**src/rtl/xgmii64_tx_enc.sv**
```systemverilog
// ---------------------------------------------------------------------------
// xgmii64_tx_enc
// Transmit-side 64-bit XGMII encoder. Takes a valid/ready beat stream carrying
// frame bytes (DA..FCS) from the MAC TX datapath and produces the XGMII
// txc/txd word stream. It inserts start+preamble/SFD, passes data through,
// places terminate, pads with idles, flags mid-frame underrun with error
// characters and holds off the next start until the minimum inter-packet gap
// has elapsed.
//
// Ports
//   clk          TX clock, rising edge
//   reset        synchronous, active-low
//   in_valid     input beat valid
//   in_ready     beat accepted when in_valid & in_ready (combinational)
//   in_data      frame bytes, byte k = in_data[8k+7:8k], lane 0 first
//   in_keep      valid-byte mask, looked at only on the eop beat
//   in_sop       first beat of frame
//   in_eop       last beat of frame
//   txc          XGMII control flags, lane k = txc[k] (registered)
//   txd          XGMII data, lane k = txd[8k+7:8k] (registered)
//   underrun_err one-cycle pulse, aligned with the error word
//   tx_frame_cnt frames terminated cleanly (wraps)
//   tx_err_cnt   aborted frames plus stray beats (wraps)
//
// state | meaning
// IDLE  | idle words, counting gap bytes, waiting for a sop beat
// PRE   | emit S + preamble + SFD word
// DATA  | pass beats through; terminate on eop or abort on underrun
// TERM  | emit a stand-alone T word after a full eop beat
// ABORT | emit idles and discard the rest of an underrun frame
// IPG   | emit idles until the minimum gap is met
// ---------------------------------------------------------------------------
module xgmii64_tx_enc #(
  parameter int IPG_BYTES = 12,
  parameter int CNT_W     = 32
) (
  input  logic             clk,
  input  logic             reset,
  input  logic             in_valid,
  output logic             in_ready,
  input  logic [63:0]      in_data,
  input  logic [7:0]       in_keep,
  input  logic             in_sop,
  input  logic             in_eop,
  output logic [7:0]       txc,
  output logic [63:0]      txd,
  output logic             underrun_err,
  output logic [CNT_W-1:0] tx_frame_cnt,
  output logic [CNT_W-1:0] tx_err_cnt
);

  localparam logic [7:0]  CH_I      = 8'h07;
  localparam logic [7:0]  CH_T      = 8'hFD;
  localparam logic [63:0] IDLE_WORD = 64'h0707070707070707;
  localparam logic [63:0] PRE_WORD  = 64'hD5555555555555FB;
  localparam logic [63:0] ERR_WORD  = 64'hFEFEFEFEFEFEFEFE;
  localparam logic [63:0] TERM_WORD = 64'h07070707070707FD;
  localparam logic [7:0]  IPG_MIN   = 8'(IPG_BYTES);

  typedef enum logic [2:0] {
    S_IDLE,
    S_PRE,
    S_DATA,
    S_TERM,
    S_ABORT,
    S_IPG
  } state_t;

  state_t           r_state;
  logic [7:0]       r_idle_cnt;
  logic [7:0]       r_txc;
  logic [63:0]      r_txd;
  logic             r_underrun;
  logic [CNT_W-1:0] r_frame_cnt;
  logic [CNT_W-1:0] r_err_cnt;

  state_t           w_state_nxt;
  logic [7:0]       w_idle_nxt;
  logic [7:0]       w_idle_inc;
  logic [7:0]       w_txc_nxt;
  logic [63:0]      w_txd_nxt;
  logic             w_ready;
  logic             w_underrun_nxt;
  logic             w_frame_inc;
  logic             w_err_inc;
  logic [3:0]       w_term_lane;
  logic [7:0]       w_term_txc;
  logic [63:0]      w_term_txd;

  // Gap byte counter advances one word (8 bytes) at a time and saturates so
  // a long idle period cannot wrap it back below the gap threshold.
  assign w_idle_inc = (r_idle_cnt > 8'd247) ? 8'd255 : (r_idle_cnt + 8'd8);

  // Terminate lane = lowest cleared keep bit; anything above it is ignored.
  // Scanning from the top down lets the lowest zero win.
  always_comb begin
    w_term_lane = 4'd8;
    for (int k = 7; k >= 0; k--) begin
      if (!in_keep[k]) w_term_lane = 4'(k);
    end
  end

  // Partial terminate word: data below the T lane, T, then idles.
  always_comb begin
    w_term_txc = '0;
    w_term_txd = '0;
    for (int k = 0; k < 8; k++) begin
      if (k < int'(w_term_lane)) begin
        w_term_txc[k]        = 1'b0;
        w_term_txd[8*k +: 8] = in_data[8*k +: 8];
      end else if (k == int'(w_term_lane)) begin
        w_term_txc[k]        = 1'b1;
        w_term_txd[8*k +: 8] = CH_T;
      end else begin
        w_term_txc[k]        = 1'b1;
        w_term_txd[8*k +: 8] = CH_I;
      end
    end
  end

  always_comb begin
    w_state_nxt    = r_state;
    w_idle_nxt     = r_idle_cnt;
    w_txc_nxt      = 8'hFF;
    w_txd_nxt      = IDLE_WORD;
    w_ready        = 1'b0;
    w_underrun_nxt = 1'b0;
    w_frame_inc    = 1'b0;
    w_err_inc      = 1'b0;

    case (r_state)
      S_IDLE: begin
        w_idle_nxt = w_idle_inc;
        if (in_valid && !in_sop) begin
          // Stray beat outside a frame: swallow it and count it.
          w_ready   = 1'b1;
          w_err_inc = 1'b1;
        end else if (in_valid && in_sop && (r_idle_cnt >= IPG_MIN)) begin
          // The sop beat stays on the bus; DATA consumes it after PRE.
          w_state_nxt = S_PRE;
        end
      end

      S_PRE: begin
        w_txc_nxt   = 8'h01;
        w_txd_nxt   = PRE_WORD;
        w_state_nxt = S_DATA;
      end

      S_DATA: begin
        w_ready = 1'b1;
        if (!in_valid) begin
          w_txc_nxt      = 8'hFF;
          w_txd_nxt      = ERR_WORD;
          w_underrun_nxt = 1'b1;
          w_err_inc      = 1'b1;
          w_state_nxt    = S_ABORT;
        end else if (!in_eop || (w_term_lane == 4'd8)) begin
          w_txc_nxt = 8'h00;
          w_txd_nxt = in_data;
          if (in_eop) w_state_nxt = S_TERM;
        end else begin
          w_txc_nxt   = w_term_txc;
          w_txd_nxt   = w_term_txd;
          // Idle lanes already sent inside the terminate word count toward
          // the gap.
          w_idle_nxt  = 8'd7 - {4'd0, w_term_lane};
          w_frame_inc = 1'b1;
          w_state_nxt = S_IPG;
        end
      end

      S_TERM: begin
        w_txc_nxt   = 8'hFF;
        w_txd_nxt   = TERM_WORD;
        w_idle_nxt  = 8'd7;
        w_frame_inc = 1'b1;
        w_state_nxt = S_IPG;
      end

      S_ABORT: begin
        w_ready = 1'b1;
        if (in_valid && in_eop) begin
          w_idle_nxt  = 8'd0;
          w_state_nxt = S_IPG;
        end
      end

      S_IPG: begin
        w_idle_nxt = w_idle_inc;
        // Leaving straight for PRE when a sop is already waiting saves the
        // extra idle word a pass through IDLE would cost.
        if (w_idle_inc >= IPG_MIN) begin
          if (in_valid && in_sop) w_state_nxt = S_PRE;
          else                    w_state_nxt = S_IDLE;
        end
      end

      default: begin
        w_state_nxt = S_IDLE;
      end
    endcase
  end

  // No beat is ever accepted while reset is held.
  assign in_ready = reset & w_ready;

  always_ff @(posedge clk) begin
    if (!reset) begin
      r_state     <= S_IDLE;
      r_idle_cnt  <= IPG_MIN;
      r_txc       <= 8'hFF;
      r_txd       <= IDLE_WORD;
      r_underrun  <= 1'b0;
      r_frame_cnt <= '0;
      r_err_cnt   <= '0;
    end else begin
      r_state    <= w_state_nxt;
      r_idle_cnt <= w_idle_nxt;
      r_txc      <= w_txc_nxt;
      r_txd      <= w_txd_nxt;
      r_underrun <= w_underrun_nxt;
      if (w_frame_inc) r_frame_cnt <= r_frame_cnt + CNT_W'(1);
      if (w_err_inc)   r_err_cnt   <= r_err_cnt + CNT_W'(1);
    end
  end

  assign txc          = r_txc;
  assign txd          = r_txd;
  assign underrun_err = r_underrun;
  assign tx_frame_cnt = r_frame_cnt;
  assign tx_err_cnt   = r_err_cnt;

endmodule

```
**config.mk**
```make
export PLATFORM = sky130hd
export DESIGN_NAME = xgmii64_tx_enc
export DESIGN_NICKNAME = d
export VERILOG_FILES = /design/src/rtl/xgmii64_tx_enc.sv
export SDC_FILE = /design/constraint.sdc
export NUM_CORES = 1
export LEC_CHECK = 0
export ABC_AREA = 1
export CAP_MARGIN = 20
export CORE_MARGIN = 4
export CORE_UTILIZATION = 47
export DETAILED_ROUTE_END_ITERATION = 8
export HOLD_SLACK_MARGIN = 0.15
export PLACE_DENSITY = 0.8
export SLEW_MARGIN = 20
export SYNTH_ARGS = -nofsm -noshare
export SYNTH_HDL_FRONTEND = slang
export SYNTH_SLANG_ARGS = --single-unit
```
**constraint.sdc**
```tcl
create_clock -name clk -period 1.86 [get_ports clk]
set_input_delay 0.465 -clock clk [delete_from_list [all_inputs] [get_ports clk]]
set_output_delay 0.465 -clock clk [all_outputs]
set_load 0.005 [all_outputs]
```
==> key figures, run 1 <==
Status
  – Outcome: complete, no violations

Timing
  – Fin Hold WS: 0.484 ns
  – TNS Setup: 0 ns
  – Slew @ Worst Pin: 0.498 ns
  – Slew HR: 66.8%
  – RSZ-0062 raised after global routing: yes
  – Pins Over Slew Limit: 0
  – Final hold vios: 0
  – Tcrit/Tclk final: 98.9%
  – F_max: 0.543 GHz
  – Tmin final: 1.84 ns
  – Final setup viols: 0
  – Clk_skew: 0.00831 ns
  – Worst Setup Slack, final: 0.0196 ns

Power
  – Sw Ratio: 29.0%
  – Leakage: 4.58 nW
  – Peak supply drop: 0.687 mV
  – P_int: 7.55 mW
  – Proportion of power drawn by flip-flops and latches: 35.0%
  – Sw power: 3.09 mW
  – Logic pwr share: 29.0%
  – Clk pwr share: 36.0%
  – PD cells: 979 mW/mm²

Synthesis
  – Yosys warns: 0
  – Count of different cell masters after synthesis: 39
  – Register bit total from synthesis: 146
  – Async S/R FF share, synth: 0%
  – Number of flops mapped to enable cells by yosys: 0
  – Synth Area per Inst: 6.66 µm²
  – Post-synthesis sequential area ratio: 41.6%
  – Synthesized instance count: 1,055
  – Synth Cell Area: 0.00703 mm²
  – Syn nets: 1,135
  – Post-synth top flop: dfxtp_1

Floorplanning
  – Vert. Die Dim: 130 µm
  – Row count: 44
  – Die area: 0.0170 mm²
  – Starting density of the core: 48.2%
  – Die width: 130 µm
  – Core footprint: 0.0146 mm²
  – Io pins: 215

Worst setup path
  – Crit path launch type: register
  – Critical Path RT: 1.39 ns
  – Worst setup EP type: output port
  – R2R cell count: 12
  – Arr. time, crit path: 1.38 ns
  – Critical path class: register to output port
  – CP max FO: 3

Cells and area
  – Share of post-route cells with drive strength above 1: 16.1%
  – Fin nets: 1,428
  – Final core utilization: 74.5%
  – FILL cells: 1,079
  – Syn-to-layout area delta: 54.6%

Placed design
  – RD Place Congestion: 0.902
  – PortBufs: 214
  – Post-place setup slack: -0.457 ns
  – HPWL Detailed: 17,300 µm

Drt
  – Drt initial violations: 567
  – DRC: 0
  – Final WL: 23,900 µm
  – Final ANT Viol Nets: 0
  – Avg WL per Cell: 15.5 µm
  – Vias: 8,098
  – Drt pass-1 iters: 5
  – Vias per Instance: 5.24

Clocking
  – CTS tree: built
  – Clock tree buffer depth: 2
  – Clock transition at path regs: 0.06 ns
  – Later-pin clock latency in the skew report: 0.43 ns
  – TritonCTS Buffers: 17
  – Sink Count: 146
  – Htree depth: 4
  – Root Driver: clkbuf_16

GRT
  – Global routing met1 resource utilization: 32.2%
  – Overflow after GRT: 0
  – GR Util met2: 47.1%
  – Vias in the first global route: 7,612
  – Antenna violations before repair: 1
  – Largest net degree at the start of global routing: 43
  – First-pass GRT wire length: 36,300 µm
  – Grt peak-use layer: met2
  – Met3 Use GR: 4.91%
  – Gr usage total: 26.7%

Run
  – Max Cap Viol: 0

Hold path
  – Hold Path Class: register to register
  – Hold Crit Depth: 1
-- cell families after synthesis --
group           share of synthesized area [%]
simple gates                             35.7
flops                                    41.6
buf+inv                                  8.19
compound gates                           10.7
xor+xnor                                 3.24
fa+ha+maj                               0.534
-- sequential cells by signal (all words and copies together) (netlist names) --
register      flops
txd              64
tx_err_cnt       32
tx_frame_cnt     32
txc               8
r_idle_cnt        6
r_state           3
underrun_err      1
-- metrics by stage --
stage	std cells	total power [mW]	area [µm²]
3_5_place_dp	1503	6.63	9910
5_1_grt	1545	11.1	10900
6_report	1545	10.6	10900
4_1_cts	1535	10.5	10600
2_1_floorplan	1055	5.01	7030
3_3_place_gp	1503	6.59	9910
-- critical path, stage by stage (launching register included) --
cell     delay (ns)
dfxtp_2        0.33
nor2_4         0.13
nand2_2        0.08
inv_2          0.06
nand2_2        0.05
a31oi_1        0.16
buf_2          0.14
-- placed cells by master, fill, tap and decap left out, types with 6 or more instances in the layout --
cell type | netlist | routed
clkbuf_16 | 0 | 20
nand3_1 | 50 | 49
xnor2_1 | 9 | 9
nand2_1 | 352 | 345
nor2_4 | 3 | 8
dfxtp_1 | 146 | 101
dfxtp_2 | 0 | 44
nand4_1 | 17 | 17
xor2_1 | 17 | 17
dlymetal6s2s_1 | 0 | 9
clkdlybuf4s50_1 | 0 | 197
nor2_1 | 113 | 103
o211ai_1 | 6 | 6
nand2_2 | 4 | 10
a21oi_1 | 70 | 69
nor3_1 | 34 | 32
buf_4 | 2 | 83
nand3b_1 | 7 | 7
inv_2 | 7 | 12
dlygate4sd2_1 | 0 | 7
nor2_2 | 3 | 8
o21ai_0 | 52 | 52
inv_1 | 103 | 98
-- path summary, 6_finish.rpt --
check	from	slack, ns	to
setup / recovery	r_state[0]$_SDFFE_PN0P_	0.02	in_ready
hold / removal	tx_err_cnt[3]$_SDFFE_PN0P_	0.48	tx_err_cnt[3]$_SDFFE_PN0P_
setup reg to reg	r_state[0]$_SDFFE_PN0P_	0.15	tx_err_cnt[14]$_SDFFE_PN0P_
hold reg to reg	tx_err_cnt[3]$_SDFFE_PN0P_	0.48	tx_err_cnt[3]$_SDFFE_PN0P_
-- metal layers --
metal	share of wire [%]	vias to the layer above
met3	8.4	57
met4	2.4	0
met1	40	3731
met5	0	-
li1	-	3942
met2	50	368
-- Yosys cell counts, types with 3 or more instances --
library cell / number / area [µm²]
nor4_1: 3 / 18.8
buf_1: 4 / 15.0
nor2_1: 113 / 424
clkbuf_1: 16 / 60.1
xnor2_1: 9 / 78.8
a21oi_1: 70 / 350
and3_1: 4 / 25.0
nand3_1: 50 / 250
inv_1: 103 / 387
dfxtp_1: 146 / 2920
o211ai_1: 6 / 45.0
nor3_1: 34 / 170
buf_2: 6 / 30.0
nand3b_1: 7 / 52.6
nor2_4: 3 / 33.8
xor2_1: 17 / 149
nand2_2: 4 / 25.0
buf_6: 3 / 33.8
inv_2: 7 / 26.3
o21ai_0: 52 / 260
nand4_1: 17 / 106
o21ai_1: 4 / 20.0
ha_1: 3 / 37.5
nand2_1: 352 / 1320
nor2_2: 3 / 18.8
-- repair_timing --
| item | CTS | global route |
|---|---|---|
| setup endpoints to repair | 43 | 106 |
| hold buffers | 0 | 0 |
| resized for setup | 42 | 58 |
| cloned | 0 | 3 |
| buffers inserted | 1 | 6 |
| pin swaps | 1 | 11 |
-- power by group through the flow --
stage | registers (mW) | clock network, mW | logic [mW]
floorplan | 3.82 | 0 | 1.18
global placement | 3.76 | 0 | 2.82
detailed placement | 3.78 | 0 | 2.86
CTS | 3.71 | 3.87 | 2.90
global route | 3.76 | 3.96 | 3.38
finish | 3.72 | 3.83 | 3.09
-- cell type report --
type	instances	area, µm²	share of cell area [%]
antenna	1	2.50	0.0230
clock buffer	17	425	3.91
clock inverter	14	228	2.10
inverter	111	429	3.95
multi-input combinational	767	3630	33.4
sequential	146	2980	27.4
tap	184	230	2.12
timing repair buffer	305	2940	27.1
Power figures use the tool's default switching activity.
==> inputs of run 2 (changes only) <==
- CORE_UTILIZATION: 47 -> 43
- PLACE_DENSITY: 0.8 -> 0.77
- clock period: 1.86 -> 1.55 ns (I/O delays scaled with it)
==> run 2 against run 1 <==
  * The run now ends with setup timing left
  * Cell count is 10% higher
  * Critical path depth stayed put
  * First-iteration DRC count is 9.5% higher
  * Core utilization is 3.4 points higher
  * Design area is 14% higher
  * Clock power is 6.8% higher
  * Register-to-register slack worse by 0.31 ns
  * Worst hold slack better by 0.0045 ns
==> key figures, run 2 (same netlist as run 1, synthesis figures left out) <==
Status
  – Outcome: complete, but fails checks
  – Violated checks: setup timing

Worst setup path
  – Setup crit start: r_state[1]$_SDFFE_PN0P_
  – Worst setup EP type: output port
  – Critical path class: register to output port
  – R2R cell count: 13
  – Critical Path RT: 1.16 ns
  – CP max FO: 2
  – Arr. time, crit path: 1.39 ns
  – Crit path launch type: register
  – Worst r2r src: r_state[1]$_SDFFE_PN0P_

Drt
  – Avg WL per Cell: 16.7 µm
  – DRC: 0
  – Vias: 8,812
  – Vias per Instance: 5.19
  – Drt initial violations: 621
  – Final ANT Viol Nets: 0
  – Drt pass-1 iters: 5
  – Final WL: 28,500 µm

Power
  – PD cells: 1050 mW/mm²
  – Peak supply drop: 0.851 mV
  – Leakage: 5.71 nW
  – Power, Total: 13.0 mW

Floorplanning
  – Io pins: 215
  – Die width: 136 µm
  – Row count: 46
  – Die area: 0.0185 mm²
  – Starting density of the core: 44.1%
  – Core footprint: 0.0159 mm²
  – Vert. Die Dim: 136 µm

Cells and area
  – Max FFs per register: 64
  – Share of post-route cells with drive strength above 1: 32.6%
  – Finished Layout Cells: 1,699
  – FILL cells: 1,143
  – Syn-to-layout area delta: 76.6%
  – Commonest non-fill, non-tap cell in the layout: nand2_1
  – Fin nets: 1,550
  – Finished Cell Area: 0.0124 mm²
  – Ant diodes: 0
  – Most frequent cells in the layout: 308 x nand2_1, 174 x buf_4, 118 x dlygate4sd2_1

Placed design
  – PortBufs: 214
  – Area of placed instances: 0.0104 mm²
  – Cell Count Post-Placement: 1,598
  – RD Place Congestion: 0.890
  – Post-place setup slack: -0.713 ns
  – HPWL Detailed: 18,300 µm

Timing
  – RSZ-0062 raised after global routing: yes
  – Tcrit/Tclk final: 115%
  – TNS Setup: -4.06 ns
  – Slew @ Worst Pin: 0.603 ns
  – Clk_skew: 0.00986 ns
  – Pins Over Slew Limit: 0
  – Final hold vios: 0
  – Tmin final: 1.78 ns
  – Final setup viols: 65
  – Worst Setup Slack, final: -0.228 ns
  – Slew HR: 59.8%
  – F_max: 0.563 GHz

GRT
  – First-pass GRT wire length: 41,400 µm
  – Antenna violations before repair: 0
  – Gr usage total: 28.1%
  – Vias in the first global route: 8,405
  – Overflow after GRT: 0
  – Largest net degree at the start of global routing: 43

Clocking
  – CTS tree: built
  – Later-pin clock latency in the skew report: 0.43 ns
  – Clock transition at path regs: 0.07 ns
  – Clock tree buffer depth: 2
  – Htree depth: 4
  – Hold_buf cts: 0
  – Root Driver: clkbuf_16
  – Sink Count: 146
  – TritonCTS Buffers: 17

Run
  – Max Cap Viol: 0

Hold path
  – Hold Path Class: register to register
  – Hold Crit Depth: 2
  – Hold path startpoint: tx_err_cnt[31]$_SDFFE_PN0P_
-- run 2: stage by stage --
stage	hold slack [ns]	utilization (%)
after floorplan	0.453	-
after global placement	0.467	65.5
after detailed placement	0.478	65.5
after CTS	0.483	73.6
after global routing	0.505	77.9
final	0.488	77.9
-- run 2: routing by layer --
metal / part of all wire [%] / vias to the layer above / wire [µm] / global-route usage (%)
met2: 51 / 431 / 14400 / 50.1
met1: 38 / 4101 / 10900 / 32.8
met3: 7.4 / 80 / 2110 / 6.07
li1: - / 4200 / - / -
met5: 0 / - / 0 / 0
met4: 3.3 / 0 / 946 / 10.8
-- run 2: what timing repair did --
| action | in CTS | in global routing |
|---|---|---|
| cloned | 4 | 1 |
| buffers inserted | 48 | 18 |
| hold endpoints to repair | 0 | 0 |
| pin swaps | 27 | 41 |
| resized for setup | 326 | 180 |
| endpoints found under the setup margin | 269 | 146 |
-- run 2: final cells by class --
class                           instances  area [µm²]  area share, %
Timing Repair Buffer                  427        3870           31.2
Tap cell                              216         270           2.18
Clock buffer                           18         439           3.54
Multi-Input combinational cell        767        4190           33.7
Sequential cell                       146        3050           24.6
Inverter                              111         444           3.58
Clock inverter                         14         145           1.17
-- run 2: final timing paths --
path	to	slack, ns
worst max-delay path	in_ready	-0.23
worst min-delay path	tx_err_cnt[31]$_SDFFE_PN0P_	0.49
worst min register to register	tx_err_cnt[31]$_SDFFE_PN0P_	0.49
worst max register to register	tx_err_cnt[4]$_SDFFE_PN0P_	-0.16
-- run 2: worst max-delay path: stages, from the launching register on --
cell,delay [ns]
dfxtp_2,0.34
nor2_4,0.12
nand2_2,0.08
inv_2,0.07
nand2_2,0.07
a31oi_1,0.14
buf_2,0.14
-- run 2: power breakdown --
| part | internal, mW | switching [mW] |
|---|---|---|
| registers | 4.24 | 0.189 |
| logic | 2.29 | 2.21 |
| clock network | 2.30 | 1.79 |
| total | 8.83 | 4.19 |
==> inputs of run 3 (changes only) <==
- HOLD_SLACK_MARGIN: 0.15 -> 0.08
==> results of run 3 <==
Same layout as run 2: the final DEF is identical, and so are final timing and power.
